File: src/rtl/arb_pkg.sv
// Shared definitions for the two-requester arbitrated mux: FSM encodings and
// the default grant timeout used when ARB_TIMEOUT_EN is defined.
package arb_pkg;

  typedef enum logic [1:0] {
    IDLE = 2'd0,
    OWN0 = 2'd1,
    OWN1 = 2'd2
  } arb_state_t;

  localparam int ARB_TIMEOUT_DEFAULT = 15;

endpackage

File: src/rtl/mux2x1_bus.sv
// WIDTH-wide 2:1 bus multiplexer (sel=0 picks a, sel=1 picks b).
module mux2x1_bus #(
  parameter int WIDTH = 8
) (
  input  logic [WIDTH-1:0] a,
  input  logic [WIDTH-1:0] b,
  input  logic             sel,
  output logic [WIDTH-1:0] y
);

  assign y = sel ? b : a;

endmodule

File: src/rtl/arb_mux2x1.sv
// Round-robin arbiter granting one of two requesters ownership of a shared mux.
// Define ARB_TIMEOUT_EN to cap each grant at TIMEOUT consecutive cycles.
module arb_mux2x1
  import arb_pkg::*;
#(
  parameter int WIDTH   = 8,
  parameter int TIMEOUT = ARB_TIMEOUT_DEFAULT
) (
  input  logic             clk,
  input  logic             rst_n,
  input  logic             req0,
  input  logic             req1,
  input  logic             done0,
  input  logic             done1,
  input  logic [WIDTH-1:0] a,
  input  logic [WIDTH-1:0] b,
  output logic             gnt0,
  output logic             gnt1,
  output logic             sel,
  output logic [WIDTH-1:0] y,
  output logic             y_valid
);

  if (TIMEOUT < 1) begin : g_bad_timeout
    $error("arb_mux2x1: TIMEOUT must be at least 1");
  end

  arb_state_t state, state_nxt;
  logic       last, last_nxt;
  logic       sel_nxt;
  logic       expire;

`ifdef ARB_TIMEOUT_EN
  localparam int CW = $clog2(TIMEOUT + 1);

  logic [CW-1:0] cnt, cnt_nxt;

  assign expire = (cnt == CW'(TIMEOUT - 1));

  // Count restarts on every change of owner, including a direct handoff.
  always_comb begin
    cnt_nxt = '0;
    if (state_nxt == state && state_nxt != IDLE) cnt_nxt = cnt + CW'(1);
  end

  always_ff @(posedge clk or negedge rst_n) begin
    if (!rst_n) cnt <= '0;
    else        cnt <= cnt_nxt;
  end
`else
  assign expire = 1'b0;
`endif

  // NOTE: every output of this block gets a default first, so no path leaves
  // a variable unassigned and no latch is inferred.
  always_comb begin
    state_nxt = state;
    last_nxt  = last;
    case (state)
      IDLE: begin
        if (req0 && (!req1 || last)) state_nxt = OWN0;
        else if (req1)               state_nxt = OWN1;
      end
      OWN0: begin
        if (done0 || !req0 || expire) begin
          last_nxt  = 1'b0;
          state_nxt = req1 ? OWN1 : IDLE;
        end
      end
      OWN1: begin
        if (done1 || !req1 || expire) begin
          last_nxt  = 1'b1;
          state_nxt = req0 ? OWN0 : IDLE;
        end
      end
      default: state_nxt = IDLE;
    endcase
    sel_nxt = (state_nxt == OWN1);
  end

  // NOTE: sequential state uses non-blocking assignments so all flops update
  // together from values sampled before the edge.
  always_ff @(posedge clk or negedge rst_n) begin
    if (!rst_n) begin
      state <= IDLE;
      last  <= 1'b1;
      sel   <= 1'b0;
    end else begin
      state <= state_nxt;
      last  <= last_nxt;
      sel   <= sel_nxt;
    end
  end

  assign gnt0    = (state == OWN0);
  assign gnt1    = (state == OWN1);
  assign y_valid = gnt0 | gnt1;

  mux2x1_bus #(.WIDTH(WIDTH)) u_mux (
    .a  (a),
    .b  (b),
    .sel(sel),
    .y  (y)
  );

endmodule

File: config.mk
export PLATFORM = sky130hd
export DESIGN_NAME = arb_mux2x1
export DESIGN_NICKNAME = d
export VERILOG_FILES = /design/src/rtl/arb_pkg.sv /design/src/rtl/mux2x1_bus.sv /design/src/rtl/arb_mux2x1.sv
export SDC_FILE = /design/constraint.sdc
export NUM_CORES = 1
export LEC_CHECK = 0
export BUFFER_PORTS_ARGS = -buffer_cell sky130_fd_sc_hd__buf_2
export CAP_MARGIN = 0
export CELL_PAD_IN_SITES_DETAIL_PLACEMENT = 2
export CELL_PAD_IN_SITES_GLOBAL_PLACEMENT = 2
export CORE_UTILIZATION = 21
export CTS_CLUSTER_SIZE = 40
export DETAILED_ROUTE_END_ITERATION = 12
export PLACE_DENSITY = 0.92
export SYNTH_ARGS = -nofsm -noshare
export SYNTH_HDL_FRONTEND = slang
export SYNTH_SLANG_ARGS = --single-unit
File: constraint.sdc
create_clock -name clk -period 3.5 [get_ports clk]
set_input_delay 0.35 -clock clk [delete_from_list [all_inputs] [get_ports clk]]
set_output_delay 0.35 -clock clk [all_outputs]
set_load 0.005 [all_outputs]
# Word level (Yosys, flattened, before mapping)
# Cells that the tools add are included.
[word_totals] ram_bits=0 in_bits=22 n_memories=0 latch_bits=0 rom_bits=0 regBits=4
[op_classes] mux=11 order_cmp=0 add_sub_neg=0 div_mod_pow=0 multipliers=0 n_shift=0 n_bitwise=1 n_eq_ne=5 n_reduce_logical=9
[op_table] operator="two-way mux 2 bit" count=5
[op_table] operator="two-way mux 8 bit" count=1
[op_table] operator="case mux 2 bit (3 select lines)" count=1
[op_table] operator="equality test 2 bit, second input constant" count=2
[op_table] operator="inequality test 2 x 1 -> 1 bit, second input constant" count=2
[op_table] operator="logical OR 1 bit" count=3
[op_table] operator="two-way mux 1 bit" count=3
[op_table] operator="AND reduction 3 bit" count=1
[op_table] operator="equality test 2 x 1 -> 1 bit, second input constant" count=1
[op_table] operator="logical NOT 1 bit" count=2
[op_table] operator="logical NOT 2 bit" count=1
[op_table] operator="case mux 1 bit (2 select lines)" count=1
[op_table] operator="nonzero test 2 bit" count=1
[op_table] operator="logical AND 1 bit" count=1
[op_table] operator="OR 1 bit" count=1

# Longest topological paths before layout
# Gate-level depths: netlist of the first run.
[depth] depth_word=6 mapped_depth=5 ltp_nobuf=5

# By module
# From an unflattened synthesis of the first run, not the netlist that was laid out.
[unflattened] cells_unflattened=38 hier_area_um2=446.7
[modules_own_cells] mod="arb_mux2x1" area_per_inst_um2=315.3 instances=1 seq_area_each_um2=101.3 cells_each=29
[modules_own_cells] mod="mux2x1_bus" area_per_inst_um2=131.4 instances=1 seq_area_each_um2=0.0 cells_each=9

# Least setup slack after synthesis of the first run
# No wires, ideal clock.
[synth_path] kind="reg-to-reg" startpoint="reg state[1]" endpoint="reg sel" slack_ns=2.059 period_less_slack_ns=1.441 t_required_ns=3.359 n_path_buf=0 arrival_ns=1.300 stages_incl_launch_ff=6 path_cell_list="dfrtp_1 -> inv_1 -> ha_1 -> and4b_1 -> a311oi_1 -> a2111oi_2"
[synth_rtl] item="start: declaration" line="arb_mux2x1.sv:28" source="arb_state_t state, state_nxt;"
[synth_rtl] item="start signal: assignment" line="arb_mux2x1.sv:89" source="state <= state_nxt;"
[synth_rtl] item="equality test 2 x 1 -> 1 bit"
[synth_rtl] item="net gnt0" line="arb_mux2x1.sv:17" source="output logic gnt0,"
[synth_rtl] item="case mux 2 bit (3 select lines)" line="arb_mux2x1.sv:59" source="case (state)"
[synth_rtl] item="equality test 2 bit" line="arb_mux2x1.sv:78" source="sel_nxt = (state_nxt == OWN1);"
[synth_rtl] item="net sel_nxt" line="arb_mux2x1.sv:30" source="logic sel_nxt;"
[synth_rtl] item="end signal: assignment" line="arb_mux2x1.sv:91" source="sel <= sel_nxt;"
[synth_rtl] item="end: declaration" line="arb_mux2x1.sv:19" source="output logic sel,"
# The timed path passes the listed nets, and every way through them passes these cells.
# A chain may end at the register's enable or synchronous reset.

# Worst setup path in the final report of the first run
[layout_path] startpoint="reg state[1]" endpoint="reg state[1]"
[layout_between] elab_chain_cells=3
[layout_rtl] item="two-way mux 2 bit" line="arb_mux2x1.sv:62" source="else if (req1) state_nxt = OWN1;"
[layout_rtl] item="two-way mux 2 bit" line="arb_mux2x1.sv:61" source="if (req0 && (!req1 || last)) state_nxt = OWN0;"
[layout_rtl] item="case mux 2 bit (3 select lines) *" line="arb_mux2x1.sv:59"
[layout_rtl] item="net state_nxt[1]" line="arb_mux2x1.sv:28"
# The timed path passes the listed nets; every way through them passes the cells marked *.

==> results of run 1 <==
[per-stage QoR]
| stage | instance area, sq um | hold WS, ns |
|---|---|---|
| after CTS | 646 | 0.435 |
| after global placement | 609 | 0.159 |
| after detailed placement | 609 | 0.157 |
| after floorplan | 418 | 0.0544 |
| after global routing | 646 | 0.458 |
| final | 646 | 0.438 |
[flip-flops by register name, indices dropped and copies added, names as in the netlist]
signal  flops
sel         1
state       2
last        1
[layer usage]
layer  global-route usage, %  vias up
met5                       0        -
met4                    3.43        0
met3                    5.88        2
met2                    29.4       32
met1                    13.4      215
li1                        -      218
[what timing repair did]
action / in CTS / in global routing
buffers inserted: 0 / 0
endpoints found under the hold margin: 3 / 0
hold buffers: 1 / 0
gates resized for setup: 0 / 0
[worst reg2reg max path, stage by stage, from the launching register on]
cell      delay (ns)
dfrtp_1         0.45
inv_1           0.09
ha_1            0.25
and4b_1         0.23
a311oi_1        0.36
a21oi_1         0.14
[cells by family (layout without fill, tap and decap cells)]
family                   Yosys count  in the layout
AO/OA/AOI/OAI                     10             10
adder cells (fa/ha/maj)            4              4
buffers and inverters              3             40
flip-flops                         4              4
multiplexers                       9              9
AND/OR/NAND/NOR                    8              8
[where the power goes]
group / internal, mW / switching (mW)
logic: 0.124 / 0.103
clock network: 0.0430 / 0.0223
registers: 0.0688 / 0.0306
total: 0.236 / 0.156
[cell type report]
| type | count | area (sq um) |
|---|---|---|
| Clock buffer | 4 | 26.3 |
| Fill cell | 220 | 1160 |
| Inverter | 2 | 7.51 |
| Multi-Input combinational cell | 31 | 304 |
| Sequential cell | 4 | 101 |
| Tap cell | 25 | 31.3 |
| Timing Repair Buffer | 34 | 175 |
[path summary, 6_finish.rpt]
path	to	slack, ns	depth (start not counted)
hold reg to reg	last	0.65	1
max in group asynchronous	last	2.85	2
setup reg to reg	state[1]	1.85	5
setup / recovery	state[1]	1.85	5
hold / removal	state[1]	0.44	2
min in group clk	sel	0.55	3
[Yosys cell counts]
library cell	instances	area, sq um
a2111oi_2	1	15.0
a21boi_0	1	7.51
a21boi_2	1	11.3
a21oi_1	1	5.00
a22oi_1	1	7.51
a311oi_1	1	8.76
a31oi_2	1	12.5
and2b_2	1	8.76
and4b_1	2	20.0
buf_2	1	5.00
dfrtp_1	3	75.1
dfstp_2	1	26.3
ha_1	4	50.1
inv_1	2	7.51
mux2_2	9	101
nand2b_1	1	6.26
nand3_1	1	5.00
nand3b_1	2	15.0
o21ai_1	1	5.00
o21ba_1	1	10.0
o21bai_1	1	7.51
or2b_1	1	7.51
==> metrics.txt, run 1 <==
Pwr per Cell Area=607 nW/um^2; WP buf/inv=1; f_max=607 MHz; grt total ovfl=0; Chip Height=46.6 um; Post-Synth Simple-Gate Area=15.0%; Pwr Total=392 uW; share of layout cells above drive strength 1=66.7%; Distinct cells, synth=22; DRC=0; Starting Density=23.2%; CTS Buf Count=3; Slew Limit Fails=0; Inserted Diodes=0; Final setup violation count=0; crit path cell chain=inv_1 -> ha_1 -> and4b_1 -> a311oi_1 -> a21oi_1; Non-Filler Instances=100; root buf cell=clkbuf_4; largest net degree at the start of global routing=10; vias in the first global route=515; Tmin final=1.65 ns; largest delay contributor family on the critical path=compound AO/OA/AOI/OAI gates; sequential element share of the synthesized area=24.3%; CTS tree=yes; Hold Crit Class=input pin to async pin; peak supply drop=0.183 mV; Max Cap Viol=0; post-synthesis average cell area=11.0 sq um; mux contribution to synthesized area=24.3%; met1 WL=513 um; met3 wire len=164 um; CTS clk-pin slew, worst paths=0.05 ns; drt first pass iters=2; Synth Area in Adders=12.0%; number of synthesis warnings=0; first-pass GRT wire length=2.18 mm; Max Buffers Root-to-Sink=2; post-layout util=35.8%; Syn Inst Count=38; leakage power total=0.327 nW; clk_skew=0.0108 ns; Critical Path Slowest Stage Cell=dfrtp_1; top layer in use=met4; largest family of logic cells by synthesized area=multiplexers; standard-cell rows=15; initial antenna violation count=0; outcome=finished clean; placed cell count=95; RR Startpoint=state[1]; GRT Util Overall=14.7%; synthesized area=418 sq um; dpl hpwl=1.23 mm; Worst slew margin=75.5%; clock sinks=4; Worst EP required=3.61 ns; Worst Setup SP=state[1]; crit-path max cell delay=0.45 ns; Final Hold Fails=0; wire length on met2=735 um; Boundary Pins=34; First DRT Iteration DRCs=1; via count of the routed design=467; core region area=1800 sq um; number of synthesized register bits=4; die area=2170 sq um; drt via density=4.67; Setup crit end kind=register; Synthesized Nets=64; WL per Instance=14.3 um; I/O Buffers=33; die width=46.6 um; Compound-Gate Fraction of Synth Area=21.6%; fin worst setup slack=1.85 ns; most frequent cells in the layout=buf_2, mux2_2, ha_1; Final Wtd Congestion=0.811; total wire length=1.43 mm; synthesis-to-finish area growth=54.5%; period utilisation layout=47.0%; antenna-violating nets left=0; dpl ws=1.85 ns; Clock Latency Late Sink=0.24 ns; total negative slack=0 ns; actual slew at the worst max-slew pin=0.364 ns; worst-path fanout max=6; RSZ-0062 raised after global routing=no; H-tree depth=1; Critical Path Source Type=register; Final #Nets=102; crit path kind=register to register; Synth Area in XOR/XNOR=0%; Critical Path AT=1.76 ns; commonest non-fill, non-tap cell in the layout=buf_2
No activity file was read; power rests on OpenSTA's default activity.
==> run 2: changes to the inputs <==
Settings changed: CORE_UTILIZATION 21 to 19, PLACE_DENSITY 0.92 to 0.85.
Clock period 3.5 ns to 1.59 ns, I/O delays scaled along.
==> metrics.txt, run 2 (synthesis results as in run 1) <==
outcome=finished clean; Critical Path Slowest Stage Cell=dfrtp_1; Hold Crit Class=input pin to async pin; WP buf/inv=1; synthesis-to-finish area growth=62.3%; total negative slack=0 ns; Tmin final=1.51 ns; die area=2390 sq um; Final Hold Fails=0; total wire length=1.51 mm; f_max=664 MHz; Regs by FF count=state x2, last x1, sel x1; drt first pass iters=2; most flop-heavy register=state; Slew Limit Fails=0; clock sinks=4; Setup crit end kind=register; Final setup violation count=0; H-tree depth=1; Pwr Total=938 uW; I/O Buffers=33; vias in the first global route=466; WHS=0.247 ns; Critical Path Source Type=register; Worst EP required=1.77 ns; Reg-to-Reg End=state[0]; core region area=2020 sq um; max FFs per register=2; commonest non-fill, non-tap cell in the layout=buf_2; RR Startpoint=state[0]; Inserted Diodes=0; largest delay contributor family on the critical path=compound AO/OA/AOI/OAI gates; crit-path max cell delay=0.40 ns; dpl hpwl=1.20 mm; FF-to-FF setup slack=0.08 ns; leakage power total=0.336 nW; Reg2Reg Depth=5; largest net degree at the start of global routing=10; crit path kind=register to register; period utilisation layout=94.8%; first-pass GRT wire length=2.17 mm; Clock Latency Late Sink=0.25 ns; Worst slew margin=78.6%; most frequent cells in the layout=buf_2, mux2_2, ha_1, clkbuf_4; Final #Nets=104; antenna-violating nets left=0; WL per Instance=14.5 um; Starting Density=20.7%; Critical Path AT=1.68 ns; drt via density=4.53; Chip Height=48.9 um; CTS clk-pin slew, worst paths=0.04 ns; initial antenna violation count=0; GRT Util Overall=12.2%; Boundary Pins=34; clk_skew=0.00741 ns; worst-path fanout max=4; CTS Buf Count=3; crit path cell chain=inv_2 -> ha_1 -> or2b_1 -> a31oi_2 -> o21ba_1; actual slew at the worst max-slew pin=0.320 ns; DRC=0; via count of the routed design=471; die width=48.9 um; root buf cell=clkbuf_4; RSZ-0062 raised after global routing=yes; standard-cell rows=16; share of layout cells above drive strength 1=74.0%; Pwr per Cell Area=1380 nW/um^2; peak supply drop=0.570 mV; Max Buffers Root-to-Sink=2; CTS tree=yes; grt total ovfl=0; First DRT Iteration DRCs=1; Final Wtd Congestion=0.782; Max Cap Viol=0
-- run 2: cell types whose count changed in the layout (fill, tap and decap cells not counted), sizes merged --
| cell | before | now |
|---|---|---|
| buf | 33 | 35 |
-- run 2: per-stage QoR --
step,utilization (%),instances,cell area (sq um),setup slack [ns]
floorplan,-,38,418,0.149
global placement,30.6,98,619,0.0405
detailed placement,30.6,98,619,-0.0582
CTS,32.9,103,666,0.0186
global route,33.5,104,678,-0.00603
finish,33.5,104,678,0.0830
-- run 2: routing by layer --
layer | share of wire (%) | up-vias | global-route usage, % | wire [um]
met2 | 49 | 32 | 19.7 | 737
met1 | 38 | 214 | 12.3 | 569
met4 | 0.66 | 0 | 4.41 | 10
met3 | 13 | 3 | 8.72 | 189
met5 | 0 | - | 0 | 0
li1 | - | 222 | - | -
-- run 2: worst register-to-register path, delay by kind of cell (launching register included) --
| family | cells | cell delay (ns) |
|---|---|---|
| simple gates | 1 | 0.26 |
| compound gates | 2 | 0.41 |
| flops | 1 | 0.40 |
| buf+inv | 1 | 0.11 |
| fa+ha+maj | 1 | 0.26 |
-- run 2: timing repair --
action | CTS | global route
pin swaps | 0 | 1
buffers inserted | 0 | 1
setup endpoints to repair | 2 | 4
endpoints found under the hold margin | 4 | 0
hold buffers | 1 | 0
gates resized for setup | 3 | 2
-- run 2: layout make-up --
class	instances	area [sq um]
Clock buffer	4	26.3
Timing Repair Buffer	36	190
Fill cell	240	1340
Tap cell	27	33.8
Sequential cell	4	103
Inverter	2	7.51
Multi-Input combinational cell	31	318
-- run 2: worst max-delay path by stage --
stage | slack [ns] | to | startpoint | cells after the start
3_3_place_gp | 0.04 | sel | state[1] | 5
3_5_place_dp | -0.06 | sel | state[1] | 5
5_1_grt | -0.006 | state[0] | state[0] | 5
6_report | 0.08 | state[0] | state[0] | 5
2_1_floorplan | 0.15 | sel | state[1] | 5
4_1_cts | 0.02 | sel | state[0] | 5
-- run 2: where the power goes --
| group | internal [mW] | switching (mW) |
|---|---|---|
| Combinational | 0.313 | 0.265 |
| Sequential | 0.154 | 0.0622 |
| Clock | 0.0947 | 0.0503 |
==> run 3: changes to the inputs <==
Settings changed: SETUP_SLACK_MARGIN set to 0.4.
==> metrics.txt, run 3 (synthesis results as in run 1) <==
commonest non-fill, non-tap cell in the layout=buf_2; largest delay contributor family on the critical path=flip-flops; Final setup violation count=0; Chip Height=48.9 um; clock sinks=4; Starting Density=20.7%; period utilisation layout=90.7%; WP buf/inv=1; DRC=0; H-tree depth=1; RSZ-0062 raised after global routing=yes; most frequent cells in the layout=buf_2, mux2_2, buf_6; actual slew at the worst max-slew pin=0.290 ns; peak supply drop=0.470 mV; GRT Util Overall=13.4%; Setup crit end kind=register; Max Cap Viol=0; outcome=finished clean; Worst Setup SP=state[0]; root buf cell=clkbuf_4; antenna-violating nets left=0; Final #Nets=112; leakage power total=0.391 nW; clk_skew=0.00288 ns; CTS Buf Count=3; synthesis-to-finish area growth=100%; max FFs per register=2; vias in the first global route=536; via count of the routed design=511; drt first pass iters=3; initial antenna violation count=0; WL per Instance=15.8 um; I/O Buffers=33; Worst slew margin=80.7%; Hold Crit Class=input pin to async pin; total wire length=1.77 mm; crit path cell chain=buf_4 -> ha_4 -> and4b_1 -> a311oi_2 -> a21oi_1; Final Wtd Congestion=0.732; Filler Cells Inserted=219; GR Util met1=14.3%; total negative slack=0 ns; Critical Path Source Type=register; core region area=2020 sq um; Boundary Pins=34; Clock Latency Late Sink=0.24 ns; Inserted Diodes=0; standard-cell rows=16; drt via density=4.56; Critical Path Slowest Stage Cell=dfrtp_2; die width=48.9 um; Regs by FF count=state x2, last x1, sel x1; DP Area=646 sq um; most flop-heavy register=state; Tmin final=1.44 ns; grt total ovfl=0; Max Buffers Root-to-Sink=2; First DRT Iteration DRCs=3; CTS tree=yes; Critical Path AT=1.54 ns; WHS=0.258 ns; Worst EP required=1.69 ns; CTS clk-pin slew, worst paths=0.04 ns; worst-path fanout max=3; crit-path max cell delay=0.42 ns; Final Instance Area=836 sq um; Pwr per Cell Area=1520 nW/um^2; die area=2390 sq um; largest net degree at the start of global routing=7; Final Hold Fails=0; dpl hpwl=1.20 mm; first-pass GRT wire length=2.48 mm; f_max=693 MHz; crit path kind=register to register; Slew Limit Fails=0; share of layout cells above drive strength 1=82.4%; met3 Resource Use GR=2.49%; GR peak layer=met2; RR Startpoint=state[0]; met2 GRT Util=25.9%
run 3: report_power, final:
| group | internal (mW) | total, mW | leakage, nW | switching [mW] |
|---|---|---|---|---|
| clock | 0.0946 | 0.143 | 0.0150 | 0.0480 |
| combinational | 0.543 | 0.910 | 0.331 | 0.367 |
| sequential | 0.158 | 0.214 | 0.0449 | 0.0561 |
run 3: area by class of cell:
cell class / instances / area, sq um / area share, %
inverters: 2 / 12.5 / 1.50
multi-input cells: 31 / 365 / 43.7
repair buffers: 44 / 293 / 35.0
flip-flops and latches: 4 / 105 / 12.6
well taps: 27 / 33.8 / 4.04
clock buffers: 4 / 26.3 / 3.14
run 3: per-stage QoR:
stage / std cells / utilization (%) / power [mW] / setup WS, ns
final: 112 / 41.3 / 1.27 / 0.147
after global routing: 112 / 41.3 / 1.36 / 0.0968
after CTS: 107 / 38.2 / 1.14 / 0.175
after detailed placement: 97 / 31.9 / 0.795 / 0.0249
after global placement: 97 / 31.9 / 0.759 / 0.128
after floorplan: 38 / - / 0.585 / 0.233
run 3: final timing paths:
path,end,cells past startpoint,slack [ns]
max,state[1],5,0.15
min,sel,2,0.26
max reg2reg,state[1],5,0.15
min reg2reg,last,1,0.66
max in group asynchronous,last,2,1.13
min in group clk,state[1],3,0.39
run 3: worst register-to-register path, delay by kind of cell (launching register included):
family / cells / cell delay, ns
DFF: 1 / 0.42
adders and majority gates: 1 / 0.15
AOI/OAI and AO/OA: 2 / 0.39
buffers and inverters: 1 / 0.15
and+or+nand+nor: 1 / 0.19
run 3: what timing repair did:
item                                    CTS  global route
pin swaps                                 8             6
hold endpoints to repair                  4             0
resized for setup                        13             5
setup buffers                             5             5
endpoints found under the setup margin   15            15
hold buffers                              1             0
run 3: metal layers:
metal  part of all wire [%]  vias to the layer above
met5                      0                        -
met4                    1.5                        0
met3                    6.3                        2
met2                     55                       31
met1                     38                      241
li1                       -                      237
